<file path="src/rtl/mem_status_tracker.sv">
`default_nettype none
// ============================================================================
// Module   : mem_status_tracker
// Purpose  : Terminating consumer of the S2MM write-engine status stream.
//            Every issued write command pushes its tag into an in-order FIFO.
//            Every returned status beat pops the head tag and is checked
//            against it. The block produces a one-cycle completion pulse per
//            beat and raises sticky error flags. After any error it blocks
//            further command issue until software pulses err_clear.
// Revision : 1.0  initial release
// ----------------------------------------------------------------------------
// Ports
//   aclk          in   1      clock
//   aresetn       in   1      asynchronous active-low reset
//   s_axis_valid  in   1      status beat valid
//   s_axis_ready  out  1      status beat ready (constant 1, never stalls)
//   s_axis_data   in   WIDTH  [7]OKAY [6]SLVERR [5]DECERR [4]INTERR [3:0]TAG
//   cmd_valid     in   1      write command issued this cycle (with cmd_ready)
//   cmd_ready     out  1      issue permitted
//   cmd_tag       in   4      tag of the issued command
//   done_valid    out  1      one-cycle completion pulse
//   done_tag      out  4      tag carried by the completing beat
//   done_ok       out  1      beat was OKAY with no error bits and tag matched
//   outstanding   out  CNT_W  commands issued and not yet completed
//   idle          out  1      nothing outstanding and state IDLE
//   err_status    out  1      sticky: beat with OKAY=0 or an error bit set
//   err_tag       out  1      sticky: beat tag differed from FIFO head
//   err_spurious  out  1      sticky: beat with nothing outstanding
//   err_clear     in   1      clears sticky flags and leaves FAULT
// ============================================================================
module mem_status_tracker #(
  parameter int WIDTH   = 8,
  parameter int MAX_OUT = 16,
  localparam int CNT_W  = $clog2(MAX_OUT + 1)
) (
  input  logic             aclk,
  input  logic             aresetn,
  input  logic             s_axis_valid,
  output logic             s_axis_ready,
  input  logic [WIDTH-1:0] s_axis_data,
  input  logic             cmd_valid,
  output logic             cmd_ready,
  input  logic [3:0]       cmd_tag,
  output logic             done_valid,
  output logic [3:0]       done_tag,
  output logic             done_ok,
  output logic [CNT_W-1:0] outstanding,
  output logic             idle,
  output logic             err_status,
  output logic             err_tag,
  output logic             err_spurious,
  input  logic             err_clear
);

  localparam int AW = $clog2(MAX_OUT);

  typedef enum logic [1:0] {
    ST_IDLE   = 2'd0,
    ST_ACTIVE = 2'd1,
    ST_FAULT  = 2'd2
  } state_t;

  state_t           state;
  state_t           state_nx;
  logic [AW:0]      wr_ptr;
  logic [AW:0]      rd_ptr;
  logic [3:0]       tag_mem [MAX_OUT];
  logic [CNT_W-1:0] out_nx;

  logic       issue;
  logic       accept;
  logic       pop;
  logic       spurious;
  logic       bad_status;
  logic       bad_tag;
  logic       any_err;
  logic [3:0] beat_tag;
  logic [3:0] head_tag;

  // Status is never back-pressured so the engine can never stall on us.
  assign s_axis_ready = 1'b1;

  assign issue      = cmd_valid & cmd_ready;
  assign accept     = s_axis_valid & s_axis_ready;
  assign pop        = accept & (outstanding != '0);
  assign spurious   = accept & (outstanding == '0);
  assign beat_tag   = s_axis_data[3:0];
  assign head_tag   = tag_mem[rd_ptr[AW-1:0]];
  assign bad_status = ~s_axis_data[7] | (|s_axis_data[6:4]);
  assign bad_tag    = (beat_tag != head_tag);
  assign any_err    = spurious | (pop & (bad_status | bad_tag));

  // Next outstanding count: a simultaneous push and pop cancel out.
  always_comb begin
    out_nx = outstanding;
    case ({issue, pop})
      2'b10:   out_nx = outstanding + 1'b1;
      2'b01:   out_nx = outstanding - 1'b1;
      default: out_nx = outstanding;
    endcase
  end

  // err_clear wins over an error detected in the same cycle, so that error
  // neither sets a flag nor enters FAULT. Leaving FAULT lands in IDLE or
  // ACTIVE depending on whether anything is still outstanding.
  always_comb begin
    state_nx = state;
    if (any_err && !err_clear) begin
      state_nx = ST_FAULT;
    end else if (state == ST_FAULT && !err_clear) begin
      state_nx = ST_FAULT;
    end else if (out_nx != '0) begin
      state_nx = ST_ACTIVE;
    end else begin
      state_nx = ST_IDLE;
    end
  end

  // Tag storage carries no reset: validity is defined purely by the pointers.
  always_ff @(posedge aclk) begin
    if (issue) begin
      tag_mem[wr_ptr[AW-1:0]] <= cmd_tag;
    end
  end

  always_ff @(posedge aclk or negedge aresetn) begin
    if (!aresetn) begin
      state        <= ST_IDLE;
      wr_ptr       <= '0;
      rd_ptr       <= '0;
      outstanding  <= '0;
      done_valid   <= 1'b0;
      done_tag     <= 4'd0;
      done_ok      <= 1'b0;
      err_status   <= 1'b0;
      err_tag      <= 1'b0;
      err_spurious <= 1'b0;
      cmd_ready    <= 1'b1;
      idle         <= 1'b1;
    end else begin
      state       <= state_nx;
      outstanding <= out_nx;

      // Pointers carry one extra bit and wrap naturally at 2*MAX_OUT.
      if (issue) begin
        wr_ptr <= wr_ptr + 1'b1;
      end
      if (pop) begin
        rd_ptr <= rd_ptr + 1'b1;
      end

      done_valid <= pop;
      done_ok    <= pop & ~bad_status & ~bad_tag;
      if (pop) begin
        done_tag <= beat_tag;
      end

      if (err_clear) begin
        err_status   <= 1'b0;
        err_tag      <= 1'b0;
        err_spurious <= 1'b0;
      end else begin
        err_status   <= err_status   | (pop & bad_status);
        err_tag      <= err_tag      | (pop & bad_tag);
        err_spurious <= err_spurious | spurious;
      end

      // Registered from next-state values: a full FIFO keeps cmd_ready low
      // for the whole cycle in which a beat frees a slot (no bypass).
      cmd_ready <= (out_nx < CNT_W'(MAX_OUT)) & (state_nx != ST_FAULT);
      idle      <= (out_nx == '0) & (state_nx == ST_IDLE);
    end
  end

endmodule
`default_nettype wire

</file>
<file path="config.mk">
export PLATFORM = sky130hd
export DESIGN_NAME = mem_status_tracker
export DESIGN_NICKNAME = d
export VERILOG_FILES = /design/src/rtl/mem_status_tracker.sv
export SDC_FILE = /design/constraint.sdc
export NUM_CORES = 1
export LEC_CHECK = 0
export ABC_CLOCK_PERIOD_IN_PS = 3630
export BUFFER_PORTS_ARGS = -buffer_cell sky130_fd_sc_hd__buf_2
export CORE_UTILIZATION = 35
export DETAILED_ROUTE_END_ITERATION = 8
export GPL_ROUTABILITY_DRIVEN = 0
export SYNTH_ARGS = -nofsm -noshare
export SYNTH_HDL_FRONTEND = slang
export SYNTH_SLANG_ARGS = --single-unit
export TNS_END_PERCENT = 5
</file>
<file path="constraint.sdc">
create_clock -name aclk -period 3.63 [get_ports aclk]
set_input_delay 0.1815 -clock aclk [delete_from_list [all_inputs] [get_ports aclk]]
set_output_delay 0.1815 -clock aclk [all_outputs]
set_load 0.05 [all_outputs]
</file>
==> flow_summary.json, run 1 <==
{
  "dp.final_hpwl_um": 5210,
  "final.setup.tns_ns": 0,
  "worst_pin_slew_ns": 0.616,
  "core_region_area_mm2": 0.0114,
  "clock_sinks": 90,
  "fin_crit_sh": 0.902,
  "fmax_mhz": 305,
  "viasPerCell": 4.95,
  "syn_to_final_growth_pct": 14.0,
  "syn-instance-count": 266,
  "synth-seq-area-share": 0.633,
  "placed_area_mm2": 0.00435,
  "nets": 329,
  "grt_usage": 0.136,
  "p_sw_frac": 0.365,
  "grt_antenna_before_repair": 0,
  "final_common_cell": "edfxtp_1",
  "critPathLaunch": "outstanding[2]",
  "io_buffers": 32,
  "first_global_vias": 2169,
  "clock_power_share": 0.240,
  "synth_fp_nets": 291,
  "intPower_mw": 2.24,
  "wl_per_cell_um": 16.5,
  "crit_family": "simple AND/OR/NAND/NOR gates",
  "reg2reg_from": "outstanding[2]",
  "cpPeakStageDelay_ns": 0.45,
  "slew_headroom": 0.589,
  "cap_violations": 0,
  "insertedDiodeCount": 0,
  "p_leak_nw": 1.76,
  "start_kind": "flop",
  "synth.distinct_cells": 55,
  "cts_max_level": 3,
  "grt-ovfl-total": 0,
  "clock_path_buffers": 2,
  "drtPass1Iterations": 4,
  "netlist_area_mm2": 0.00407,
  "drc": 0,
  "ant_nets": 0,
  "status": "completed",
  "dr.first_iter.drc_count": 149,
  "syn_avg_cell_area_um2": 15.3,
  "ys.flop_type": "edfxtp_1",
  "fin_crit_ns": 3.27,
  "grt_max_degree": 27,
  "cp_slowest_cell": "dfrtp_2",
  "rows": 39,
  "tritoncts": "yes",
  "hold_violations": 0,
  "endpoint_kind": "flop",
  "p_switching_mw": 1.29,
  "power_density_mw_per_mm2": 759,
  "die_x_um": 110,
  "post_cts_buffers": 0,
  "arrival_ns": 3.48,
  "path_cells": "or3_1 -> nor3_2 -> nand2b_1 -> clkinv_1 -> ha_1 -> xor2_1 -> ha_1 -> and3b_1 -> o21ai_0 -> a31oi_1 -> xor2_1 -> o41ai_1 -> nor2_1",
  "path_buf_inv": 1,
  "worst-path-max-fanout": 9,
  "clock_latency_ns": 0.33,
  "vdd_drop_max_mv": 0.316,
  "grt_pass1_wl_um": 11700,
  "fin_util": 0.408,
  "num_vias": 2239,
  "cp.required_ns": 3.84,
  "synth_edf_count": 64,
  "rsz0062_at_grt": "no",
  "combPwrFrac": 0.345,
  "cts_made_buffers": 9,
  "ys_warn_count": 0,
  "ios": 34,
  "power_frac_seq": 0.415,
  "mostFrequentLayoutCells": "64 x edfxtp_1, 32 x buf_2, 22 x dfrtp_1",
  "min_path_type": "input port to flop",
  "cts-root-buf": "clkbuf_16",
  "postSynth.asyncResetShare": 0.289,
  "ys_ff_latch": 90,
  "dieArea_mm2": 0.0121,
  "final_area_mm2": 0.00464,
  "min_from": "s_axis_data[3]",
  "wl_um": 7460,
  "initial_utilization": 0.358,
  "die_h_um": 110,
  "clk_pin_slew_ns": 0.07,
  "fin_skew_ns": 0.00867,
  "setup_violations": 0,
  "slew_violations": 0,
  "crit_type": "flop to flop",
  "drive_gt1_frac": 0.249
}
## synth_stat cells (3+ instances only)
cell / n / share of area
edfxtp_1: 64 / 0.47
dfrtp_1: 24 / 0.15
nand2_1: 18 / 0.017
and2_1: 13 / 0.020
mux2i_1: 13 / 0.032
xnor2_1: 10 / 0.022
mux4_2: 9 / 0.050
ha_1: 8 / 0.025
nor2_1: 8 / 0.0074
nor3_1: 7 / 0.0086
and3_1: 6 / 0.0092
nand3_1: 6 / 0.0074
nor2b_1: 6 / 0.0092
inv_1: 5 / 0.0046
a21oi_1: 4 / 0.0049
clkbuf_1: 4 / 0.0037
mux4_1: 4 / 0.026
nand2b_1: 4 / 0.0061
o21ai_0: 4 / 0.0049
buf_2: 3 / 0.0037
nor3b_1: 3 / 0.0055
xor2_1: 3 / 0.0065
## worst paths after layout
check,endpoint,slack [ns],cells after the start
min in group asynchronous,done_tag[2],0.39,2
worst max register to register,state[0],0.36,13
worst max-delay path,state[0],0.36,13
worst min-delay path,done_tag[3],0.08,3
max in group asynchronous,outstanding[1],2.80,2
worst min register to register,done_tag[3],0.47,2
## timing repair
| action | in CTS | in global routing |
|---|---|---|
| resized for setup | 0 | 1 |
| hold endpoints to repair | 24 | 0 |
| hold buffers | 1 | 0 |
| endpoints found under the setup margin | 0 | 1 |
## worst reg2reg max path: stages (launching register included)
cell      delay [ns]
dfrtp_2         0.45
or3_1           0.42
nor3_2          0.19
nand2b_1        0.17
clkinv_1        0.13
ha_1            0.32
xor2_1          0.18
ha_1            0.22
and3b_1         0.16
o21ai_0         0.16
a31oi_1         0.13
xor2_1          0.21
o41ai_1         0.34
nor2_1          0.07
## cells by family (layout without fill, tap and decap cells)
group / count (synthesis) / after routing / share of synthesized area
flops: 90 / 90 / 0.633
simple gates: 88 / 88 / 0.132
mux: 28 / 28 / 0.113
compound gates: 20 / 20 / 0.0375
buf+inv: 18 / 61 / 0.0307
xor+xnor: 13 / 13 / 0.0280
fa+ha+maj: 8 / 8 / 0.0246
other cells: 1 / 1 / 0.000921
## power groups by stage
stage / clock, mW / sequential [mW] / combinational [mW]
4_1_cts: 0.863 / 1.47 / 1.23
6_report: 0.847 / 1.46 / 1.21
2_1_floorplan: 0 / 1.53 / 0.918
3_3_place_gp: 0 / 1.48 / 1.21
5_1_grt: 0.905 / 1.50 / 1.32
3_5_place_dp: 0 / 1.49 / 1.23
## flip-flops by register name, indices dropped and copies added, names as in the netlist
register / count
tag_mem: 64
outstanding: 5
done_tag: 4
rd_ptr: 4
wr_ptr: 4
state: 2
cmd_ready: 1
done_ok: 1
done_valid: 1
err_spurious: 1
err_status: 1
err_tag: 1
idle: 1
## metrics by stage
stage / hold slack (ns) / worst slack, ns / total power [mW] / cells
6_report: 0.0751 / 0.356 / 3.52 / 452
5_1_grt: 0.0594 / 0.0633 / 3.73 / 452
4_1_cts: 0.0599 / 0.261 / 3.56 / 452
3_5_place_dp: 0.225 / 0.286 / 2.71 / 435
3_3_place_gp: 0.223 / 0.420 / 2.69 / 435
2_1_floorplan: -0.114 / 0.0208 / 2.45 / 266
## metal layers
metal	global-route usage	routed length, um	share of wire
met1	0.187	3550	0.48
met2	0.202	3530	0.47
met3	0.0279	288	0.039
met4	0.0686	97	0.013
met5	0	0	0
## area by class of cell
class / instances / area, um2
inverters: 6 / 22.5
repair buffers: 39 / 215
clock inverters: 7 / 46.3
clock buffers: 9 / 225
well taps: 143 / 179
multi-input cells: 158 / 1380
fillers: 1043 / 6730
flip-flops and latches: 90 / 2580
(Power assumes the default switching activity.)
==> run 2, diff against run 1 <==
- ABC_CLOCK_PERIOD_IN_PS: 3630 -> 3100
- clock period: 3.63 -> 3.1 ns (I/O delays scaled with it)
==> run 2 against run 1 <==
Net effect: highest routed layer unchanged; clock power rose by 29%; first-iteration DRC count is 42% lower; largest cell class unchanged; non-clock buffer count is 6 higher; sequential share of layout area down 1.7 points; wire length is 6.4% higher; combinational power up 36%; sequential power up 13%; critical path depth is the same; total power is 24% higher.
==> flow_summary.json, run 2 (synthesis results as in run 1) <==
{
  "dieArea_mm2": 0.0121,
  "min_path_type": "input port to flop",
  "syn_to_final_growth_pct": 17.7,
  "fin_crit_sh": 0.953,
  "fin_crit_ns": 2.95,
  "insertedDiodeCount": 0,
  "status": "completed",
  "worst_pin_slew_ns": 0.644,
  "grt_pass1_wl_um": 12300,
  "initial_utilization": 0.358,
  "hold_violations": 0,
  "wl_per_cell_um": 17.4,
  "cts-root-buf": "clkbuf_16",
  "die_x_um": 110,
  "core_region_area_mm2": 0.0114,
  "drc": 0,
  "largest_register_ffs": 64,
  "fin_util": 0.421,
  "cts_made_buffers": 9,
  "cap_violations": 0,
  "mostFrequentLayoutCells": "64 x edfxtp_1, 32 x buf_2, 21 x dfrtp_1",
  "worst-path-max-fanout": 10,
  "final_common_cell": "edfxtp_1",
  "grt_antenna_before_repair": 0,
  "rows": 39,
  "rsz0062_at_grt": "yes",
  "wl_um": 7940,
  "clock_latency_ns": 0.34,
  "grt-ovfl-total": 0,
  "fin_skew_ns": 0.00640,
  "clock_sinks": 90,
  "die_h_um": 110,
  "cp.required_ns": 3.35,
  "first_global_vias": 2322,
  "power_mw": 4.38,
  "dr.first_iter.drc_count": 87,
  "reg2reg_depth": 13,
  "ios": 34,
  "endpoint_kind": "flop",
  "setup_violations": 0,
  "tritoncts": "yes",
  "placed_cells": 441,
  "slew_headroom": 0.571,
  "slew_violations": 0,
  "power_density_mw_per_mm2": 915,
  "crit_type": "flop to flop",
  "clock_path_buffers": 2,
  "drive_gt1_frac": 0.296,
  "grt_usage": 0.143,
  "nets": 335,
  "clk_pin_slew_ns": 0.06,
  "viasPerCell": 5.06,
  "arrival_ns": 3.20,
  "hold_depth": 3,
  "p_leak_nw": 1.83,
  "grt_max_degree": 27,
  "start_kind": "flop",
  "final_cells": 457,
  "num_vias": 2311,
  "fmax_mhz": 338,
  "io_buffers": 32,
  "ant_nets": 0,
  "cts_max_level": 3,
  "dp.final_hpwl_um": 5700,
  "drtPass1Iterations": 4,
  "vdd_drop_max_mv": 0.410
}
==> run 2: layout make-up <==
class,instances,area (um2)
Fill cell,1032,6580
Inverter,6,35.0
Sequential cell,90,2580
Clock inverter,5,61.3
Clock buffer,10,239
Timing Repair Buffer,45,260
Multi-Input combinational cell,158,1440
Tap cell,143,179
==> run 2: critical path: stages, from the launching register on <==
cell and delay [ns]:
dfrtp_2 0.45, or3_4 0.36, nor3_4 0.21, nand2b_4 0.20, clkinv_8 0.08, ha_4 0.20, xor2_1 0.16, ha_2 0.22
and3b_1 0.16, o21ai_1 0.06, a31oi_1 0.21, xor2_1 0.14, buf_4 0.17, nor4bb_4 0.26
==> run 2: final timing paths <==
kind,startpoint,end,slack (ns)
max in group asynchronous,aresetn,outstanding[0],2.24
setup reg to reg,outstanding[2],idle,0.15
min in group asynchronous,aresetn,done_tag[2],0.40
hold reg to reg,done_tag[1],done_tag[1],0.48
hold / removal,s_axis_data[3],done_tag[3],0.04
setup / recovery,outstanding[2],idle,0.15
==> run 2: timing repair <==
action / 4_1_cts / 5_1_grt
endpoints found under the setup margin: 0 / 2
setup buffers: 0 / 0
hold buffers: 1 / 0
endpoints found under the hold margin: 24 / 0
resized for setup: 0 / 2
==> run 2: layer usage <==
layer	wire (um)	part of all wire	vias up	GRT usage
met5	0	0	-	0
met4	225	0.028	0	0.0810
li1	-	-	1093	-
met2	3990	0.50	51	0.234
met1	3430	0.43	1154	0.176
met3	297	0.037	13	0.0296
==> run 2: power by group <==
group / internal, mW / switching (mW) / leakage, nW
combinational: 0.720 / 0.919 / 0.799
clock: 0.647 / 0.444 / 0.149
sequential: 1.46 / 0.196 / 0.885
==> run 2: stage by stage <==
stage	hold slack [ns]	setup WS, ns	cell area (um2)	setup TNS [ns]
2_1_floorplan	-0.141	-0.0652	4160	-0.102
3_3_place_gp	0.221	0.202	4470	0
3_5_place_dp	0.230	0.141	4470	0
4_1_cts	0.0382	0.119	4780	0
5_1_grt	0.0774	-0.0229	4790	-0.0229
6_report	0.0436	0.145	4790	0
==> run 3, diff against run 2 <==
- CORE_MARGIN: not set -> 2
==> run 3 against run 2 <==
Net effect: fmax up 0.46%; global-route usage down 0.83 points; clock power up 6%; largest cell class unchanged; critical endpoint is now state[0]; largest power group unchanged; critical path type unchanged.
==> flow_summary.json, run 3 (synthesis results as in run 1) <==
{
  "initial_utilization": 0.358,
  "die_h_um": 112,
  "mostFrequentLayoutCells": "64 x edfxtp_1, 32 x buf_2, 21 x dfrtp_1",
  "power_density_mw_per_mm2": 927,
  "grt_max_degree": 27,
  "slew_headroom": 0.590,
  "endpoint_kind": "flop",
  "syn_to_final_growth_pct": 18.3,
  "cts_made_buffers": 9,
  "cts-root-buf": "clkbuf_16",
  "status": "completed",
  "grt_pass1_wl_um": 12800,
  "arrival_ns": 3.15,
  "cap_violations": 0,
  "worst-path-max-fanout": 10,
  "ant_nets": 0,
  "r2r_slack_ns": 0.16,
  "setup_violations": 0,
  "num_vias": 2321,
  "drtPass1Iterations": 4,
  "cts_max_level": 3,
  "insertedDiodeCount": 0,
  "clock_path_buffers": 2,
  "tritoncts": "yes",
  "grt_antenna_before_repair": 0,
  "viasPerCell": 5.06,
  "vdd_drop_max_mv": 0.314,
  "clk_pin_slew_ns": 0.06,
  "post_cts_buffers": 0,
  "p_leak_nw": 1.84,
  "crit_type": "flop to flop",
  "nets": 336,
  "wl_per_cell_um": 17.1,
  "multiInputGateArea_mm2": 0.00143,
  "wl_um": 7870,
  "dr.first_iter.drc_count": 115,
  "dieArea_mm2": 0.0125,
  "drive_gt1_frac": 0.294,
  "core_region_area_mm2": 0.0114,
  "io_buffers": 32,
  "power_mw": 4.46,
  "hold_violations": 0,
  "largest_register_ffs": 64,
  "min_path_type": "input port to flop",
  "fin_crit_ns": 2.94,
  "fmax_mhz": 340,
  "grt_usage": 0.135,
  "ios": 34,
  "dp.final_hpwl_um": 5610,
  "grt-ovfl-total": 0,
  "rsz0062_at_grt": "no",
  "start_kind": "flop",
  "fin_skew_ns": 0.00607,
  "worst_pin_slew_ns": 0.616,
  "clock_latency_ns": 0.34,
  "die_x_um": 112,
  "regArea_mm2": 0.00258,
  "final_common_cell": "edfxtp_1",
  "fillers": 1008,
  "final.setup.tns_ns": 0,
  "rows": 39,
  "fin_crit_sh": 0.949,
  "cp.required_ns": 3.31,
  "first_global_vias": 2322,
  "drc": 0,
  "slew_violations": 0,
  "clock_sinks": 90
}
run 3: final cells by class:
type	count	share of cell area
Timing Repair Buffer	46	0.0556
Clock inverter	5	0.0161
Multi-Input combinational cell	158	0.298
Tap cell	143	0.0372
Inverter	6	0.00728
Clock buffer	11	0.0504
Sequential cell	90	0.536
run 3: worst paths after layout:
| kind | startpoint | endpoint | cells past startpoint |
|---|---|---|---|
| worst min register to register | done_tag[2] | done_tag[2] | 2 |
| min in group asynchronous | aresetn | done_tag[2] | 2 |
| worst max register to register | outstanding[2] | state[0] | 10 |
| worst max-delay path | outstanding[2] | state[0] | 10 |
| max in group asynchronous | aresetn | outstanding[1] | 2 |
| worst min-delay path | s_axis_data[3] | done_tag[3] | 3 |
run 3: power breakdown:
part	internal (mW)	switching, mW
Combinational	0.731	0.907
Clock	0.725	0.435
Sequential	1.46	0.208
run 3: what timing repair did:
action / CTS / global route
gates resized for setup: 0 / 2
setup endpoints to repair: 0 / 2
hold buffers: 1 / 0
hold endpoints to repair: 24 / 0
run 3: stage by stage:
step	std cells	utilization	hold slack [ns]	setup slack (ns)	instance area, um2
floorplan	266	-	-0.141	-0.0652	4160
global placement	442	0.394	0.217	0.123	4470
detailed placement	442	0.394	0.224	0.0457	4470
CTS	459	0.423	0.0385	0.0162	4800
global route	459	0.423	0.0672	0.00160	4810
finish	459	0.423	0.0458	0.159	4810
run 3: routing by layer:
metal	vias up	global-route usage	routed length [um]
li1	1095	-	-
met3	12	0.0240	183
met5	-	0	0
met2	31	0.223	3970
met1	1183	0.174	3550
met4	0	0.0617	165
run 3: critical path, stage by stage (launching register included):
cell and delay [ns]:
dfrtp_2 0.45, or3_4 0.36, nor3_4 0.20, nand2b_4 0.19
clkinv_8 0.08, ha_2 0.22, a31o_2 0.24, or4_4 0.49
xnor2_2 0.17, o41ai_2 0.33, nor2_1 0.09
